==> config.mk <==
export PLATFORM = sky130hd
export DESIGN_NAME = pc_sequencer_flat
export DESIGN_NICKNAME = d
export VERILOG_FILES = /design/src/rtl/pc_sequencer_if.sv /design/src/rtl/pc_sequencer.sv /design/src/flat_wrapper.sv
export SDC_FILE = /design/constraint.sdc
export NUM_CORES = 1
export LEC_CHECK = 0
export CAP_MARGIN = 20
export CORE_MARGIN = 1
export CORE_UTILIZATION = 40
export CTS_CLUSTER_SIZE = 20
export DETAILED_ROUTE_END_ITERATION = 16
export HOLD_SLACK_MARGIN = 0.12
export PLACE_DENSITY = 0.6
export SLEW_MARGIN = 20
export SYNTH_ARGS = -nofsm -noshare
export SYNTH_HDL_FRONTEND = slang
export SYNTH_SLANG_ARGS = --single-unit
==> constraint.sdc <==
create_clock -name clock -period 6.14 [get_ports clock]
set_clock_uncertainty 0.15 [all_clocks]
set_input_delay 0.614 -clock clock [delete_from_list [all_inputs] [get_ports clock]]
set_output_delay 0.614 -clock clock [all_outputs]
set_load 0.02 [all_outputs]
==> src/rtl/pc_sequencer_if.sv <==
// Fetch-stage PC sequencer bundle: select/offset/target in, PC, link and stack status out.
// Latency: none; the bundle only carries wires.
// Backpressure: stall travels with the select and freezes the sequencer at the edge.
interface pc_sequencer_if #(
    parameter int WIDTH        = 64,
    parameter int OFFSET_WIDTH = 26,
    parameter int STACK_DEPTH  = 4
);
    localparam int CW = $clog2(STACK_DEPTH) + 1;

    logic                    stall;
    logic [2:0]              ps;
    logic [OFFSET_WIDTH-1:0] offset;
    logic [WIDTH-1:0]        target;
    logic [WIDTH-1:0]        pc;
    logic [WIDTH-1:0]        pc4;
    logic [CW-1:0]           stack_count;
    logic                    stack_full;
    logic                    stack_empty;
    logic                    ovf;
    logic                    unf;
    logic                    bad_ps;

    // The fetch control logic drives the select side.
    modport master (
        output stall, ps, offset, target,
        input  pc, pc4, stack_count, stack_full, stack_empty, ovf, unf, bad_ps
    );

    // The sequencer consumes the select side and presents PC state.
    modport slave (
        input  stall, ps, offset, target,
        output pc, pc4, stack_count, stack_full, stack_empty, ovf, unf, bad_ps
    );
endinterface

==> src/rtl/pc_sequencer.sv <==
// Program-counter sequencer with hold/inc/abs/rel/indirect/call/return and a return-address stack.
// Latency: one edge from select to new pc; pc4 and stack status are combinational from state.
// Backpressure: stall=1 freezes pc, stack, count and sticky flags at the edge.
module pc_sequencer #(
    parameter int               WIDTH        = 64,
    parameter int               OFFSET_WIDTH = 26,
    parameter logic [WIDTH-1:0] RESET_VECTOR = '0,
    parameter int               STACK_DEPTH  = 4
) (
    input  logic          clock,
    input  logic          reset,
    pc_sequencer_if.slave bus
);
    localparam int             PW         = $clog2(STACK_DEPTH);
    localparam int             CW         = PW + 1;
    localparam logic [CW-1:0]  FULL_COUNT = CW'(STACK_DEPTH);

    typedef enum logic [2:0] {
        PS_HOLD = 3'b000,
        PS_INC  = 3'b001,
        PS_ABS  = 3'b010,
        PS_REL  = 3'b011,
        PS_IND  = 3'b100,
        PS_CALL = 3'b101,
        PS_RET  = 3'b110,
        PS_RSVD = 3'b111
    } ps_e;

    ps_e              sel;
    logic [WIDTH-1:0] pc_q;
    logic [WIDTH-1:0] pc4;
    logic [WIDTH-1:0] ext;
    logic [WIDTH-1:0] sh;
    logic [WIDTH-1:0] pc_next;
    logic [WIDTH-1:0] top;
    logic [WIDTH-1:0] stack_mem [STACK_DEPTH];
    logic [PW-1:0]    wr_ptr;
    logic [PW-1:0]    top_ptr;
    logic [CW-1:0]    count;
    logic             full;
    logic             empty;
    logic             do_push;
    logic             do_pop;
    logic             set_bad;
    logic             ovf_q;
    logic             unf_q;
    logic             bad_q;

    assign sel     = ps_e'(bus.ps);
    assign ext     = {{(WIDTH-OFFSET_WIDTH){bus.offset[OFFSET_WIDTH-1]}}, bus.offset};
    assign sh      = {ext[WIDTH-3:0], 2'b00};
    assign pc4     = pc_q + WIDTH'(4);
    // wr_ptr names the next free slot, so the newest entry sits just below it;
    // when full, wr_ptr also names the oldest entry, which a push overwrites.
    assign top_ptr = wr_ptr - 1'b1;
    assign top     = stack_mem[top_ptr];
    assign full    = (count == FULL_COUNT);
    assign empty   = (count == '0);

    // Next-PC selection and stack operation decode.
    always_comb begin
        pc_next = pc_q;
        do_push = 1'b0;
        do_pop  = 1'b0;
        set_bad = 1'b0;
        case (sel)
            PS_HOLD: pc_next = pc_q;
            PS_INC:  pc_next = pc4;
            PS_ABS:  pc_next = sh;
            PS_REL:  pc_next = pc4 + sh;
            PS_IND:  pc_next = {bus.target[WIDTH-1:2], 2'b00};
            PS_CALL: begin
                pc_next = pc4 + sh;
                do_push = 1'b1;
            end
            PS_RET: begin
                // An empty stack falls through to the next sequential instruction.
                pc_next = empty ? pc4 : top;
                do_pop  = 1'b1;
            end
            PS_RSVD: set_bad = 1'b1;
            default: pc_next = pc_q;
        endcase
    end

    // Architectural state: pc, stack pointer/count and sticky error flags.
    always_ff @(posedge clock or posedge reset) begin
        if (reset) begin
            pc_q   <= RESET_VECTOR;
            wr_ptr <= '0;
            count  <= '0;
            ovf_q  <= 1'b0;
            unf_q  <= 1'b0;
            bad_q  <= 1'b0;
        end else if (!bus.stall) begin
            pc_q <= pc_next;
            if (do_push) begin
                wr_ptr <= wr_ptr + 1'b1;
                if (full) begin
                    ovf_q <= 1'b1;
                end else begin
                    count <= count + 1'b1;
                end
            end
            if (do_pop) begin
                if (empty) begin
                    unf_q <= 1'b1;
                end else begin
                    wr_ptr <= top_ptr;
                    count  <= count - 1'b1;
                end
            end
            if (set_bad) begin
                bad_q <= 1'b1;
            end
        end
    end

    // Return-address storage; contents are meaningless until counted, so no reset.
    always_ff @(posedge clock) begin
        if (!bus.stall && do_push) begin
            stack_mem[wr_ptr] <= pc4;
        end
    end

    assign bus.pc          = pc_q;
    assign bus.pc4         = pc4;
    assign bus.stack_count = count;
    assign bus.stack_full  = full;
    assign bus.stack_empty = empty;
    assign bus.ovf         = ovf_q;
    assign bus.unf         = unf_q;
    assign bus.bad_ps      = bad_q;
endmodule

==> src/flat_wrapper.sv <==
// flat-port wrapper written by rule: the top's interface ports become plain ports
module pc_sequencer_flat 
#(
    parameter int               WIDTH        = 64,
    parameter int               OFFSET_WIDTH = 26,
    parameter logic [WIDTH-1:0] RESET_VECTOR = '0,
    parameter int               STACK_DEPTH  = 4
)
  (clock, reset, bus_stall, bus_ps, bus_offset, bus_target, bus_pc, bus_pc4, bus_stack_count, bus_stack_full, bus_stack_empty, bus_ovf, bus_unf, bus_bad_ps);
  pc_sequencer_if #(.WIDTH(WIDTH), .OFFSET_WIDTH(OFFSET_WIDTH), .STACK_DEPTH(STACK_DEPTH)) bus_i ();
  input  logic clock;
  input  logic reset;
  input wire logic [$bits(bus_i.stall)-1:0] bus_stall;
  input wire logic [$bits(bus_i.ps)-1:0] bus_ps;
  input wire logic [$bits(bus_i.offset)-1:0] bus_offset;
  input wire logic [$bits(bus_i.target)-1:0] bus_target;
  output wire logic [$bits(bus_i.pc)-1:0] bus_pc;
  output wire logic [$bits(bus_i.pc4)-1:0] bus_pc4;
  output wire logic [$bits(bus_i.stack_count)-1:0] bus_stack_count;
  output wire logic [$bits(bus_i.stack_full)-1:0] bus_stack_full;
  output wire logic [$bits(bus_i.stack_empty)-1:0] bus_stack_empty;
  output wire logic [$bits(bus_i.ovf)-1:0] bus_ovf;
  output wire logic [$bits(bus_i.unf)-1:0] bus_unf;
  output wire logic [$bits(bus_i.bad_ps)-1:0] bus_bad_ps;
  assign bus_i.stall = bus_stall;
  assign bus_i.ps = bus_ps;
  assign bus_i.offset = bus_offset;
  assign bus_i.target = bus_target;
  assign bus_pc = bus_i.pc;
  assign bus_pc4 = bus_i.pc4;
  assign bus_stack_count = bus_i.stack_count;
  assign bus_stack_full = bus_i.stack_full;
  assign bus_stack_empty = bus_i.stack_empty;
  assign bus_ovf = bus_i.ovf;
  assign bus_unf = bus_i.unf;
  assign bus_bad_ps = bus_i.bad_ps;
  pc_sequencer #(.WIDTH(WIDTH), .OFFSET_WIDTH(OFFSET_WIDTH), .RESET_VECTOR(RESET_VECTOR), .STACK_DEPTH(STACK_DEPTH)) u_core (.clock(clock), .reset(reset), .bus(bus_i));
endmodule
==> results of run 1 <==
[power breakdown]
part	internal (mW)	switching [mW]	total [mW]	leakage [nW]
clock	1.28	0.920	2.20	0.581
combinational	2.16	2.76	4.93	4.52
sequential	2.81	0.374	3.18	3.15
[metrics by stage]
stage	instance area, um2	total power [mW]
floorplan	18400	6.29
global placement	21600	8.09
detailed placement	21600	8.14
CTS	22800	10.4
global route	22800	10.9
finish	22800	10.3
[what timing repair did]
item / CTS / global route
hold buffers: 0 / 0
gates resized for setup: 0 / 1
endpoints found under the setup margin: 0 / 1
[per-layer routing]
layer | wire length, um | part of all wire, % | vias up | global-route usage (%)
li1 | - | - | 6590 | -
met1 | 25400 | 42 | 7247 | 33.9
met2 | 29200 | 48 | 565 | 43.4
met3 | 4010 | 6.7 | 88 | 3.79
met4 | 1580 | 2.6 | 0 | 7.96
met5 | 0 | 0 | - | 0
[flip-flops by register name, summed over array words and instances, names as in the netlist]
register                count
u_core.bus.unf              1
u_core.wr_ptr               2
u_core.bus.pc              64
u_core.bus.ovf              1
u_core.bus.bad_ps           1
u_core.stack_mem          256
u_core.bus.stack_count      3
[worst max-delay path, cell delays in order (launching register included)]
cell and delay, ns:
dfrtp_1 0.46, ha_1 0.28, nand4_1 0.26, nor2_1 0.28
buf_4 0.21, and2_1 0.20, nand3_1 0.26, nor4_4 0.62
and2_1 0.29, and3_1 0.24, xor2_1 0.48, clkdlybuf4s50_1 0.74
[kinds of logic (layout without fill, tap and decap cells)]
| group | Yosys count | in the layout |
|---|---|---|
| DFF | 328 | 328 |
| xor gates and xnor gates | 117 | 117 |
| AOI/OAI and AO/OA | 410 | 410 |
| adders and majority gates | 82 | 82 |
| and+or+nand+nor | 456 | 456 |
| buffers and inverters | 109 | 386 |
| muxes | 65 | 65 |
[cell type report]
class	instances	area (um2)	area share (%)
well taps	600	751	3.29
inverters	34	129	0.564
clock buffers	56	1090	4.77
repair buffers	283	2710	11.9
multi-input cells	1130	8560	37.5
clock inverters	13	106	0.466
flip-flops and latches	328	9490	41.6
[cell usage after synthesis (32+ instances only)]
library cell | n | share of area [%]
mux4_2 | 64 | 7.8
nand2_1 | 144 | 2.9
inv_1 | 34 | 0.69
a21oi_1 | 97 | 2.6
dfrtp_1 | 72 | 9.8
o21ai_0 | 75 | 2.0
ha_1 | 81 | 5.5
clkbuf_1 | 57 | 1.2
nor2_1 | 117 | 2.4
a21o_1 | 32 | 1.3
xnor2_1 | 67 | 3.2
nand3_1 | 49 | 1.3
edfxtp_1 | 256 | 42
xor2_1 | 50 | 2.4
[worst max path at each step]
stage                                               end  slack, ns  cells after the start
final                                       bus_pc4[62]       0.48                     11
after global routing      u_core.bus.pc[52]$_DFFE_PP0P_       0.13                     18
after global placement    u_core.bus.pc[52]$_DFFE_PP0P_       0.69                     18
after detailed placement  u_core.bus.pc[52]$_DFFE_PP0P_       0.59                     18
after CTS                                   bus_pc4[62]       0.54                     11
after floorplan           u_core.bus.pc[50]$_DFFE_PP0P_       0.70                     20
==> run metrics, run 1 <==
outcome finished, final reports clean; Hold WC Path Type flip-flop to flip-flop; layout cells sized above 1 11.1%; total CTS buffers 38; CP required 5.38 ns; CTS Sinks 328; DR vias 14500; P&R area growth vs syn 24.0%; Rows 78; IO buf count 229; Die X-Extent 217 um; reg2reg start u_core.bus.pc[11]$_DFFE_PP0P_; Max-Cap Viols 0; filler-free cell count of the finished design 2444; R2R cell count 17; initial cell density of the core 40.6%; DRT Wirelength 60200 um; worst vdd rail ir drop 313 uV; most common cell after layout, fill and taps aside edfxtp_1; final worst-path cycle share 92.2%; compound-cell area share of the yosys netlist 15.3%; DPL Wire Length 41400 um; Syn. warnings 0; Slew @ Worst Pin 0.909 ns; Fmax 177 MHz; Core Util, Final 50.3%; Routability Congestion 0.930; Data arrival, critical path 4.89 ns; GR Util All Layers 25.7%; Hold EP u_core.bus.ovf$_DFFE_PP0P_; Leakage 8.24 nW; grt ovf 0; asr flop ratio synth 22.0%; worst hold slack 0.321 ns; R2R Setup Slk 0.57 ns; xor/xnor share of the synthesized area 5.56%; diode count 0; num ports 232; Startpoint Class flip-flop; largest family of logic cells by synthesized area compound AO/OA/AOI/OAI gates; Synth Area in Adders 5.61%; initial antenna violation count 1; cell count after synthesis 1567; most frequent cells in the layout edfxtp_1 (256), clkdlybuf4s50_1 (228), nand2_1 (142); Iter 0 DRT Violations 1251; Synth Area per Inst 11.8 um2; Synth Flop Type edfxtp_1; Crit. Startpoint u_core.bus.pc[2]$_DFFE_PP0P_; reg2reg end u_core.bus.pc[50]$_DFFE_PP0P_; CP Max Fanout 6; area of the core 45400 um2; worst setup margin 0.481 ns; Setup CP Type flip-flop to output port; Inst Count DP 2374; post-synthesis simple-gate area fraction 11.7%; first-pass GRT wire length 90500 um; pin count of the biggest net entering global routing 69; endpoints failing setup 0; # fillers 4063; setup_tns 0 ns; Slew HR 38.9%; Setup Buffers After CTS 0; clock latency at the later pin of the worst-skew pair 0.57 ns; minimum clock period 5.66 ns; Mapped Nets 1745; endpoint type of the worst setup path output port; HP Start u_core.bus.ovf$_DFFE_PP0P_; drc violations 0; DR vias/cell 5.93; WL/cell 24.6 um; area of the mapped netlist 18400 um2; pwr dens 451 nW/um2; Longest Clk Path Bufs 3; vias in the first global route 14500; mux cell area share after synthesis 7.89%; CTS H-Tree Depth 2; die height 217 um; Pins Over Slew Limit 0; clk slew on worst S/H paths 0.06 ns; sequential area share after synthesis 51.5%; final hold violation count 0; clock root buffer clkbuf_16; CTS tree done; unrepaired setup endpoints after global routing false; nets 1993; Unique masters post-synth 75; first drt pass iteration count 7; EDFF count, synth 256; Hold Crit Depth 1; die area 46900 um2; pre-CTS setup slack 0.592 ns; #FFs+latches synth 328; Antenna Nets Post-Route 0
(Power assumes the default switching activity.)
==> inputs of run 2 (changes only) <==
- clock period: 6.14 -> 5.6 ns (I/O delays scaled with it)
==> run metrics, run 2 (synthesis results as in run 1) <==
outcome finished, final reports clean; die area 46900 um2 (unchanged); Pins Over Slew Limit 0 (unchanged); GR Util All Layers 25.2% (-0.42 points); endpoints failing setup 0 (unchanged); R2R cell count 19 (+2); diode count 0 (unchanged); P&R area growth vs syn 25.7%; clk slew on worst S/H paths 0.06 ns (about the same); Hold WC Path Type flip-flop to flip-flop; pwr dens 498 nW/um2 (+10%); Startpoint Class flip-flop; initial antenna violation count 0 (-1); vias in the first global route 14600 (+0.59%); Rows 78 (unchanged); Antenna Nets Post-Route 0 (unchanged); Crit. Startpoint u_core.bus.pc[8]$_DFFE_PP0P_; grt ovf 0 (unchanged); setup_tns 0 ns (unchanged); Leakage 8.42 nW (+2.1%); most common cell after layout, fill and taps aside edfxtp_1; first-pass GRT wire length 89800 um (-0.77%); Longest Clk Path Bufs 3 (unchanged); R2R Setup Slk 0.35 ns (-0.22 ns); DPL Wire Length 41100 um (-0.89%); clock root buffer clkbuf_16; CTS H-Tree Depth 2 (unchanged); WL/cell 23.8 um (-3.3%); reg2reg start u_core.bus.pc[8]$_DFFE_PP0P_; Iter 0 DRT Violations 1165 (-6.9%); most frequent cells in the layout edfxtp_1 (256), clkdlybuf4s50_1 (228), nand2_1 (143); Fmax 190 MHz; CP Max Fanout 7 (+1); Largest register FFs 256 (unchanged); area of the core 45400 um2 (unchanged); CP required 5.90 ns (+0.52 ns); first drt pass iteration count 5 (-2); crit path capture u_core.bus.pc[59]$_DFFE_PP0P_; CTS Sinks 328 (unchanged); worst vdd rail ir drop 289 uV (-7.7%); Max-Cap Viols 0 (unchanged); Routability Congestion 0.942 (+1.2%); final hold violation count 0 (unchanged); DRT Wirelength 58700 um (-2.5%); DR vias 14400 (-0.34%); IO buf count 229 (unchanged); Core Util, Final 51.0% (+0.67 points); endpoint type of the worst setup path flip-flop; final worst-path cycle share 93.8%; initial cell density of the core 40.6% (unchanged); Slew @ Worst Pin 0.987 ns (+0.0779 ns); CTS tree done; cts hold-fix bufs 0 (unchanged); layout cells sized above 1 13.1% (+2.0 points); pin count of the biggest net entering global routing 69 (unchanged); Data arrival, critical path 5.55 ns (+0.66 ns); total CTS buffers 37 (-2.6%); Setup CP Type flip-flop to flip-flop; drc violations 0 (unchanged); Slew HR 34.2% (-4.8 points); largest register by flop count u_core.stack_mem; clock latency at the later pin of the worst-skew pair 0.57 ns (about the same); Die X-Extent 217 um (unchanged); DR vias/cell 5.86 (-1.2%); Final Cell Area 23100 um2 (+1.3%); num ports 232 (unchanged); die height 217 um (unchanged); nets 2014 (+1.1%); # fillers 4011 (-1.3%); placed inst area 21800 um2 (+0.87%); reg2reg end u_core.bus.pc[59]$_DFFE_PP0P_; minimum clock period 5.25 ns
-- run 2: changes by cell type in the layout (fill, tap and decap cells not counted), sizes merged --
cell | before | now
buf | 55 | 77
clkbuf | 56 | 51
bufinv | 1 | 4
clkinv | 9 | 12
clkinvlp | 1 | 0
inv | 36 | 35
-- run 2: final cells by class --
class	count	area (um2)	share of cell area, %
flip-flops and latches	328	9490	41.0
multi-input cells	1130	8620	37.2
repair buffers	305	2880	12.5
clock buffers	51	1060	4.58
well taps	600	751	3.24
clock inverters	17	206	0.892
inverters	34	129	0.557
-- run 2: worst min-delay path by stage --
stage | from | endpoint | slack [ns] | cells after the start
after CTS | u_core.bus.ovf$_DFFE_PP0P_ | u_core.bus.ovf$_DFFE_PP0P_ | 0.32 | 1
after global placement | u_core.bus.ovf$_DFFE_PP0P_ | u_core.bus.ovf$_DFFE_PP0P_ | 0.30 | 1
after global routing | u_core.bus.unf$_DFFE_PP0P_ | u_core.bus.unf$_DFFE_PP0P_ | 0.36 | 1
after detailed placement | u_core.bus.ovf$_DFFE_PP0P_ | u_core.bus.ovf$_DFFE_PP0P_ | 0.30 | 1
final | u_core.bus.ovf$_DFFE_PP0P_ | u_core.bus.ovf$_DFFE_PP0P_ | 0.32 | 1
after floorplan | u_core.wr_ptr[1]$_DFFE_PP0N_ | u_core.wr_ptr[1]$_DFFE_PP0N_ | 0.35 | 2
-- run 2: where the power goes --
part / switching, mW / internal [mW]
combinational: 3.05 / 2.45
sequential: 0.405 / 3.08
clock: 1.01 / 1.52
total: 4.46 / 7.05
-- run 2: metal layers --
metal,track usage [%],vias up,share of wire (%)
met5,0,-,0
met4,6.57,0,2.3
met3,3.99,84,5.7
met2,42.6,467,48
met1,33.8,7249,44
li1,-,6641,-
-- run 2: timing repair --
item / in CTS / in global routing
endpoints found under the setup margin: 0 / 16
gates resized for setup: 0 / 14
buffers inserted: 0 / 1
-- run 2: metrics by stage --
stage               total power [mW]  worst slack, ns  cells  hold WS [ns]
detailed placement              8.98            0.199   2396         0.304
global route                    12.2         -0.00346   2465         0.357
CTS                             11.5            0.149   2464         0.317
floorplan                       6.89            0.161   1567         0.350
global placement                8.93            0.228   2396         0.304
finish                          11.5            0.346   2465         0.317
-- run 2: worst max-delay path, cell delays in order (launching register included) --
cell and delay [ns]:
dfrtp_1 0.45, nand4_1 0.24, nor4_2 0.36, buf_4 0.19, nand3_1 0.20, nor3_1 0.23
buf_4 0.17, xnor2_1 0.18, ha_2 0.47, nand2_1 0.09, or4_1 0.54, or3_1 0.33
o32a_1 0.22, o2111ai_2 0.13, nand4_1 0.14, and3_1 0.33, o31ai_4 0.33, xnor2_1 0.12
a221oi_2 0.21, nor2_1 0.06
==> inputs of run 3 (changes only) <==
- CTS_CLUSTER_SIZE: 20 -> 24
- clock period: 5.6 -> 5.69 ns (I/O delays scaled with it)
==> run metrics, run 3 (synthesis results as in run 1) <==
Longest Clk Path Bufs 3 (unchanged); vias in the first global route 14400 (-1.2%); # fillers 4073 (+1.5%); initial antenna violation count 2 (+2); most common cell after layout, fill and taps aside edfxtp_1; grt ovf 0 (unchanged); Slew HR 24.6% (-9.6 points); Die X-Extent 217 um (unchanged); Routability Congestion 0.914 (-2.9%); minimum clock period 5.44 ns (+0.183 ns); pin count of the biggest net entering global routing 69 (unchanged); clk slew on worst S/H paths 0.06 ns (about the same); IO buf count 229 (unchanged); num ports 232 (unchanged); Startpoint Class flip-flop; final worst-path cycle share 95.6% (+1.7 points); Largest register FFs 256 (unchanged); Leakage 8.36 nW (-0.65%); Setup CP Type flip-flop to flip-flop; GR Util All Layers 25.2% (about the same); pwr dens 490 nW/um2 (-1.5%); Max-Cap Viols 0 (unchanged); Pins Over Slew Limit 0 (unchanged); WL/cell 24.1 um (+1.2%); first drt pass iteration count 8 (+3); CTS Sinks 328 (unchanged); CP Max Fanout 6 (-1); worst vdd rail ir drop 288 uV (about the same); DPL Wire Length 41500 um (+1.1%); CP cell instances ha_1 > nand4_1 > nor2_1 > and3_1 > nand3_1 > nor3_1 > xor2_1 > ha_1 > nand2_1 > or4_1 > or3_1 > o32a_1 > nor2b_1 > o21ai_1 > a41oi_1 > xor2_1 > o211ai_1 > o21ai_0 > a21oi_1; CP required 6.01 ns (+0.11 ns); Inst Count DP 2390 (-0.25%); layout cells sized above 1 12.3% (-0.83 points); Rows 78 (unchanged); Antenna Nets Post-Route 0 (unchanged); outcome finished, final reports clean; endpoints failing setup 0 (unchanged); Slew @ Worst Pin 1.13 ns (+0.144 ns); die area 46900 um2 (unchanged); Iter 0 DRT Violations 1089 (-6.5%); post-layout power 11.3 mW (-1.9%); cts hold-fix bufs 0 (unchanged); Crit. Startpoint u_core.bus.pc[2]$_DFFE_PP0P_; unrepaired setup endpoints after global routing false; filler-free cell count of the finished design 2463 (-0.081%); first-pass GRT wire length 89400 um (-0.48%); final hold violation count 0 (unchanged); drc violations 0 (unchanged); Data arrival, critical path 5.76 ns (+0.21 ns); nets 2010 (-0.20%); area of the core 45400 um2 (unchanged); setup_tns 0 ns (unchanged); total CTS buffers 38 (+2.7%); clock latency at the later pin of the worst-skew pair 0.56 ns (about the same); CTS tree done; die height 217 um (unchanged); DR vias 14500 (+0.59%); R2R Setup Slk 0.25 ns (-0.09 ns); CTS H-Tree Depth 2 (unchanged); CP delay by family, top simple AND/OR/NAND/NOR gates; Crit-path slowest cell or4_1; P&R area growth vs syn 25.3%; Hold WC Path Type flip-flop to flip-flop; most frequent cells in the layout edfxtp_1 (256), clkdlybuf4s50_1 (228), nand2_1 (143); HP Start u_core.bus.ovf$_DFFE_PP0P_; Final Cell Area 23100 um2 (-0.31%); endpoint type of the worst setup path flip-flop; Fmax 184 MHz (-3.4%); WP buf/inv 0 (-2); placed inst area 21800 um2 (-0.17%); Core Util, Final 50.8% (-0.16 points); reg2reg start u_core.bus.pc[2]$_DFFE_PP0P_; slowest stage delay, CP 0.55 ns (about the same); DRT Wirelength 59400 um (+1.1%); largest register by flop count u_core.stack_mem; clock root buffer clkbuf_16; initial cell density of the core 40.6% (unchanged); DR vias/cell 5.90 (+0.67%)
run 3: changes by cell type in the layout (fill, tap and decap cells not counted), moves of 2 or more:
cell        delta
buf_16         +2
buf_4          -6
clkbuf_1       +2
clkinv_1       +2
clkinv_2       -4
clkinvlp_4     +4
diode_2        +2
ha_1           +2
ha_2           -2
xnor2_1        +3
xnor2_2        -3
run 3: stage by stage:
stage	hold WS [ns]	worst slack [ns]
finish	0.311	0.253
global route	0.347	0.0106
global placement	0.299	0.144
detailed placement	0.306	0.0517
floorplan	0.350	0.251
CTS	0.319	0.0148
run 3: cell type report:
cell class | instances | area, um2 | area share (%)
clock inverters | 16 | 174 | 0.754
well taps | 600 | 751 | 3.25
clock buffers | 53 | 1070 | 4.63
diodes | 2 | 5.00 | 0.0217
repair buffers | 300 | 2870 | 12.5
multi-input cells | 1130 | 8580 | 37.2
inverters | 34 | 129 | 0.559
flip-flops and latches | 328 | 9490 | 41.2
run 3: report_power, final:
group / leakage (nW) / switching [mW] / internal (mW)
Clock: 0.596 / 1.00 / 1.45
Sequential: 3.14 / 0.390 / 3.03
Combinational: 4.62 / 3.02 / 2.40
Total: 8.36 / 4.41 / 6.89
run 3: worst paths after layout:
check	to	cells after the start
max in group asynchronous	u_core.wr_ptr[0]$_DFFE_PP0N_	3
min in group asynchronous	u_core.bus.pc[7]$_DFFE_PP0P_	2
worst min-delay path	u_core.bus.ovf$_DFFE_PP0P_	1
worst min register to register	u_core.bus.ovf$_DFFE_PP0P_	1
worst max register to register	u_core.bus.pc[33]$_DFFE_PP0P_	19
worst max-delay path	u_core.bus.pc[33]$_DFFE_PP0P_	19
run 3: timing repair:
item                       in CTS  in global routing
buffers inserted                0                  1
resized for setup               0                  6
setup endpoints to repair       0                 20
run 3: layer usage:
metal | vias to the layer above | wire [um] | GRT usage (%)
met5 | - | 0 | 0
li1 | 6653 | - | -
met3 | 95 | 3640 | 3.80
met4 | 0 | 1690 | 8.47
met2 | 510 | 28700 | 42.6
met1 | 7268 | 25300 | 33.1
